### config.mk
export PLATFORM = sky130hd
export DESIGN_NAME = alu_exec_unit
export DESIGN_NICKNAME = d
export VERILOG_FILES = /design/src/rtl/alu_exec_unit.sv
export SDC_FILE = /design/constraint.sdc
export NUM_CORES = 1
export LEC_CHECK = 0
export BUFFER_PORTS_ARGS = -buffer_cell sky130_fd_sc_hd__buf_2
export CAP_MARGIN = 20
export CORE_MARGIN = 8
export CORE_UTILIZATION = 45
export CTS_CLUSTER_DIAMETER = 60
export DETAILED_ROUTE_END_ITERATION = 12
export PLACE_DENSITY = 0.77
export SLEW_MARGIN = 20
export SYNTH_ARGS = -nofsm -noshare
export SYNTH_HDL_FRONTEND = slang
export SYNTH_SLANG_ARGS = --single-unit
### constraint.sdc
create_clock -name clk -period 4.08 [get_ports clk]
set_input_delay 0.816 -clock clk [delete_from_list [all_inputs] [get_ports clk]]
set_output_delay 0.816 -clock clk [all_outputs]
set_load 0.05 [all_outputs]
### src/rtl/alu_exec_unit.sv
// ALU execute unit: ALUOp/funct decode, single-cycle registered ALU result with flags, PC incrementer.
// Optional feature: define ALU_OVERFLOW_DETECT_EN to register signed overflow for ADD/SUB on OF.
module alu_exec_unit #(
    parameter int WIDTH    = 32,
    parameter int PC_WIDTH = 8,
    parameter int PC_INC   = 4
) (
    input  logic                clk,
    input  logic                reset,
    input  logic                in_valid,
    input  logic [WIDTH-1:0]    operador1,
    input  logic [WIDTH-1:0]    operador2,
    input  logic [5:0]          Func,
    input  logic [2:0]          InOp,
    input  logic [PC_WIDTH-1:0] pc_in,
    output logic [3:0]          outOp,
    output logic [PC_WIDTH-1:0] pc_plus,
    output logic [WIDTH-1:0]    resultado,
    output logic                ZF,
    output logic                OF,
    output logic                out_valid
);

    localparam logic [3:0] SEL_AND = 4'b0000;
    localparam logic [3:0] SEL_OR  = 4'b0001;
    localparam logic [3:0] SEL_ADD = 4'b0010;
    localparam logic [3:0] SEL_XOR = 4'b0011;
    localparam logic [3:0] SEL_SUB = 4'b0110;
    localparam logic [3:0] SEL_SLT = 4'b0111;
    localparam logic [3:0] SEL_NOR = 4'b1100;

    localparam logic [PC_WIDTH-1:0] PC_INC_W = PC_WIDTH'(PC_INC);

    logic [3:0]       w_sel;
    logic [WIDTH-1:0] w_result;
    logic             w_zero;
    logic             w_of;

    logic [WIDTH-1:0] r_result;
    logic             r_zf;
    logic             r_of;
    logic             r_valid;

    function automatic logic [3:0] decode_funct(input logic [5:0] funct);
        case (funct)
            6'b100000: decode_funct = SEL_ADD;
            6'b100010: decode_funct = SEL_SUB;
            6'b100100: decode_funct = SEL_AND;
            6'b100101: decode_funct = SEL_OR;
            6'b100110: decode_funct = SEL_XOR;
            6'b100111: decode_funct = SEL_NOR;
            6'b101010: decode_funct = SEL_SLT;
            default:   decode_funct = SEL_ADD;
        endcase
    endfunction

    function automatic logic [WIDTH-1:0] alu_compute(input logic [3:0]       sel,
                                                     input logic [WIDTH-1:0] a,
                                                     input logic [WIDTH-1:0] b);
        case (sel)
            SEL_AND: alu_compute = a & b;
            SEL_OR:  alu_compute = a | b;
            SEL_XOR: alu_compute = a ^ b;
            SEL_NOR: alu_compute = ~(a | b);
            SEL_ADD: alu_compute = a + b;
            SEL_SUB: alu_compute = a - b;
            SEL_SLT: alu_compute = {{(WIDTH-1){1'b0}}, ($signed(a) < $signed(b))};
            default: alu_compute = '0;
        endcase
    endfunction

`ifdef ALU_OVERFLOW_DETECT_EN
    // Overflow when operands (B inverted for SUB) share a sign that the result does not.
    function automatic logic overflow(input logic [3:0]       sel,
                                      input logic [WIDTH-1:0] a,
                                      input logic [WIDTH-1:0] b,
                                      input logic [WIDTH-1:0] r);
        case (sel)
            SEL_ADD: overflow = (a[WIDTH-1] == b[WIDTH-1]) && (r[WIDTH-1] != a[WIDTH-1]);
            SEL_SUB: overflow = (a[WIDTH-1] != b[WIDTH-1]) && (r[WIDTH-1] != a[WIDTH-1]);
            default: overflow = 1'b0;
        endcase
    endfunction
`endif

    always_comb begin
        w_sel = SEL_ADD;
        case (InOp)
            3'b000:  w_sel = SEL_ADD;
            3'b001:  w_sel = SEL_SUB;
            3'b010:  w_sel = decode_funct(Func);
            3'b011:  w_sel = SEL_AND;
            3'b100:  w_sel = SEL_OR;
            3'b101:  w_sel = SEL_SLT;
            default: w_sel = SEL_ADD;
        endcase
    end

    assign w_result = alu_compute(w_sel, operador1, operador2);
    assign w_zero   = (w_result == '0);

`ifdef ALU_OVERFLOW_DETECT_EN
    assign w_of = overflow(w_sel, operador1, operador2, w_result);
`else
    assign w_of = 1'b0;
`endif

    always_ff @(posedge clk or negedge reset) begin
        if (!reset) begin
            r_result <= '0;
            r_zf     <= 1'b0;
            r_of     <= 1'b0;
            r_valid  <= 1'b0;
        end else begin
            r_valid <= in_valid;
            if (in_valid) begin
                r_result <= w_result;
                r_zf     <= w_zero;
                r_of     <= w_of;
            end
        end
    end

    assign outOp     = w_sel;
    assign pc_plus   = pc_in + PC_INC_W;
    assign resultado = r_result;
    assign ZF        = r_zf;
    assign OF        = r_of;
    assign out_valid = r_valid;

endmodule

==> flow_metrics.env <==
export IMPL_period_needed_ns=4.592
export IMPL_synth_cell_types=88
export IMPL_worst_ir_drop_vdd_uv=211.0
export IMPL_grt_max_degree=55
export IMPL_crit_path_end_kind="register"
export IMPL_drv_cap=0
export IMPL_clock_fmax_mhz=217.8
export IMPL_syn_avg_cell_area_um2=7.104
export IMPL_initial_core_util=0.4542
export IMPL_power_density_nw_per_um2=258.5
export IMPL_num_rows=47
export IMPL_skew_ns=0
export IMPL_port_buffers=125
export IMPL_synth_edff_count=0
export IMPL_final_util=0.7120
export IMPL_ios=131
export IMPL_setup_slack_ns=-0.5120
export IMPL_critPathMaxFanout=2
export IMPL_cts_tree="built"
export IMPL_routabilityCongestion=1.039
export IMPL_die_area_um2=20930
export IMPL_grt_pass1_vias=10940
export IMPL_area_delta_synth_final_pct=56.77
export IMPL_rsz0062_at_grt="yes"
export IMPL_die_h_um=144.7
export IMPL_h_tree_depth=2
export IMPL_hpwlAfterDp_um=30540
export IMPL_cts_buffer_depth=2
export IMPL_design_area_um2=11680
export IMPL_chipWidth_um=144.7
export IMPL_outcome="finished, violations left"
export IMPL_hold_buffers=0
export IMPL_num_nets_final=1707
export IMPL_hp_class="register to register"
export IMPL_max_slew_margin=0.4497
export IMPL_synth_cell_area_um2=7452
export IMPL_antenna_found_initial=0
export IMPL_root_buffer="clkbuf_16"
export IMPL_ys_seq_area_frac=0.1142
export IMPL_cp_required_ns=4.28
export IMPL_remaining_drc_errors=0
export IMPL_synth_flop_cell="dfrtp_1"
export IMPL_stdcell_count=1744
export IMPL_finalMaxSlewViolations=0
export IMPL_antennaDiodeCount=0
export IMPL_drive_gt1_frac=0.4101
export IMPL_async_flop_share=1.000
export IMPL_ys_warnings_count=0
export IMPL_routed_wl_um=37200
export IMPL_yosys_register_bits=34
export IMPL_cp_arrival_ns=4.79
export IMPL_vias=10510
export IMPL_avgViaCountPerCell=6.027
export IMPL_antenna_left=0
export IMPL_leakage_nw=5.747
export IMPL_tightest_slew_ns=0.8151
export IMPL_place_area_um2=11070
export IMPL_numClockSinks=34
export IMPL_critPathLaunchType="input pin"
export IMPL_finalCritPeriodShare=1.125
export IMPL_overflow=0
export IMPL_dp_cells=1723
export IMPL_violations="setup timing"
export IMPL_drt_iter0_drc=936
export IMPL_clkSlewWorstSetupHoldPaths_ns=0.06
export IMPL_grt_total_usage=0.3550
export IMPL_insertion_delay_ns=0.29
export IMPL_syn_inst=1049
export IMPL_cts_buffers=5
export IMPL_core_area_um2=16410
export IMPL_crit_type="input pin to register"
export IMPL_drt_pass1_iterations=7
export IMPL_grt_pass1_wl_um=57430
export IMPL_syn_num_nets=1233
export IMPL_fin_setup_tns_ns=-0.6144
export IMPL_setup_violations=2
export IMPL_wl_per_cell_um=21.33
export IMPL_final_hold_viol_count=0
[path summary, 6_finish.rpt]
path | startpoint | to | slack (ns) | cells past startpoint
worst min register to register | resultado[28]$_DFFE_PN0P_ | resultado[28]$_DFFE_PN0P_ | 0.48 | 1
worst max-delay path | operador1[0] | ZF$_DFFE_PN0P_ | -0.51 | 16
worst min-delay path | resultado[28]$_DFFE_PN0P_ | resultado[28]$_DFFE_PN0P_ | 0.48 | 1
worst max register to register | resultado[12]$_DFFE_PN0P_ | resultado[12]$_DFFE_PN0P_ | 3.30 | 1
max in group asynchronous | reset | resultado[12]$_DFFE_PN0P_ | 2.94 | 1
min in group asynchronous | reset | resultado[28]$_DFFE_PN0P_ | 0.62 | 1
[final cells by class]
| type | count | area, µm² |
|---|---|---|
| clock buffer | 6 | 138.9 |
| tap | 220 | 275.3 |
| timing repair buffer | 526 | 3689 |
| fill | 1383 | 4725 |
| inverter | 107 | 404.1 |
| multi-input combinational | 849 | 6312 |
| sequential | 34 | 850.8 |
| clock inverter | 2 | 12.51 |
[sequential cells by signal (all words and copies together), names as in the netlist]
signal,count
out_valid,1
resultado,32
ZF,1
[worst max-delay path, stage by stage]
cell and delay [ns]:
buf_8 0.09, inv_4 0.04, ha_4 0.15, fa_2 0.33, or2_4 0.24, a221oi_4 0.33, o311a_4 0.28, buf_6 0.12
nor4_2 0.04, o21ai_1 0.18, nand3_1 0.09, a311o_1 0.34, or4_4 0.53, or4_4 0.50, or4_4 0.50, o41ai_2 0.20
[power breakdown]
part	total, W	switching [W]	internal [W]
clock network	0.000404	0.000162	0.000242
registers	0.000451	0.0000412	0.000410
logic	0.00216	0.00127	0.000893
total	0.00302	0.00147	0.00154
[Yosys cell counts, drive strengths merged, types with 7 or more instances]
master  instances  share of area
inv           107          0.054
a21oi         105          0.072
ha             98           0.16
nor2           92          0.046
nand2          69          0.035
o21ai          63          0.042
clkbuf         42          0.021
dfrtp          34           0.11
nor3           29          0.020
a211oi         28          0.029
nand3          26          0.017
o211ai         18          0.020
buf            17          0.013
nand4          16          0.013
xnor2          16          0.019
a221oi         14          0.018
a31oi          14          0.012
o21bai         14          0.014
o31ai          14          0.014
nand2b         12          0.010
nor4           12          0.011
mux2           11          0.017
nor2b          11         0.0092
a21o           10          0.010
a22oi          10          0.010
and3           10         0.0084
o22ai          10         0.0084
o221ai          8         0.0094
o41ai           8          0.010
nor3b           7         0.0071
o221a           7          0.011
[metal layers]
layer / track usage / wire length (µm) / vias to the layer above
li1: - / - / 4851
met1: 0.3682 / 13180 / 4899
met2: 0.6192 / 17830 / 567
met3: 0.06955 / 2867 / 194
met4: 0.2831 / 3324 / 0
met5: 0 / 0 / -
[placed cells by master (no fill, tap or decap), drive strengths merged, types with 7 or more instances in the layout]
cell,netlist,routed
a221oi,14,14
mux2,11,11
inv,107,107
a31oi,14,14
nand2,69,69
o22ai,10,10
ha,98,98
o211ai,18,18
xnor2,16,16
nor3b,7,7
o21bai,14,14
nand2b,12,12
o221ai,8,8
nor4,12,12
a21oi,105,105
nand3,26,26
o31ai,14,14
nand4,16,16
dfrtp,34,34
a211oi,28,28
nor2b,11,11
o21ai,63,63
nor2,92,92
o221a,7,7
buf,17,526
o41ai,8,8
and3,10,10
a21o,10,10
nor3,29,29
a22oi,10,10
[metrics by stage]
step	total power, W	hold WS, ns	worst slack (ns)
after floorplan	0.001534	0.5204	-0.5122
after CTS	0.002947	0.4859	-0.5163
after global placement	0.002474	0.4583	-1.080
after detailed placement	0.002501	0.4704	-1.120
after global routing	0.003170	0.5149	-0.6161
final	0.003019	0.4845	-0.5120
[cell families after synthesis]
kind of cell,Yosys count,synth area share
adder cells (fa/ha/maj),100,0.1699
buffers and inverters,166,0.08815
other,1,0.0005032
XOR/XNOR,19,0.02233
multiplexers,15,0.02200
AND/OR/NAND/NOR,315,0.2097
AO/OA/AOI/OAI,399,0.3732
flip-flops,34,0.1142
[repair_timing]
action / in CTS / in global routing
buffers inserted: 10 / 3
endpoints found under the setup margin: 3 / 4
pin swaps: 19 / 17
gates resized for setup: 46 / 22
Note: power is estimated with default switching activity, not from simulation.
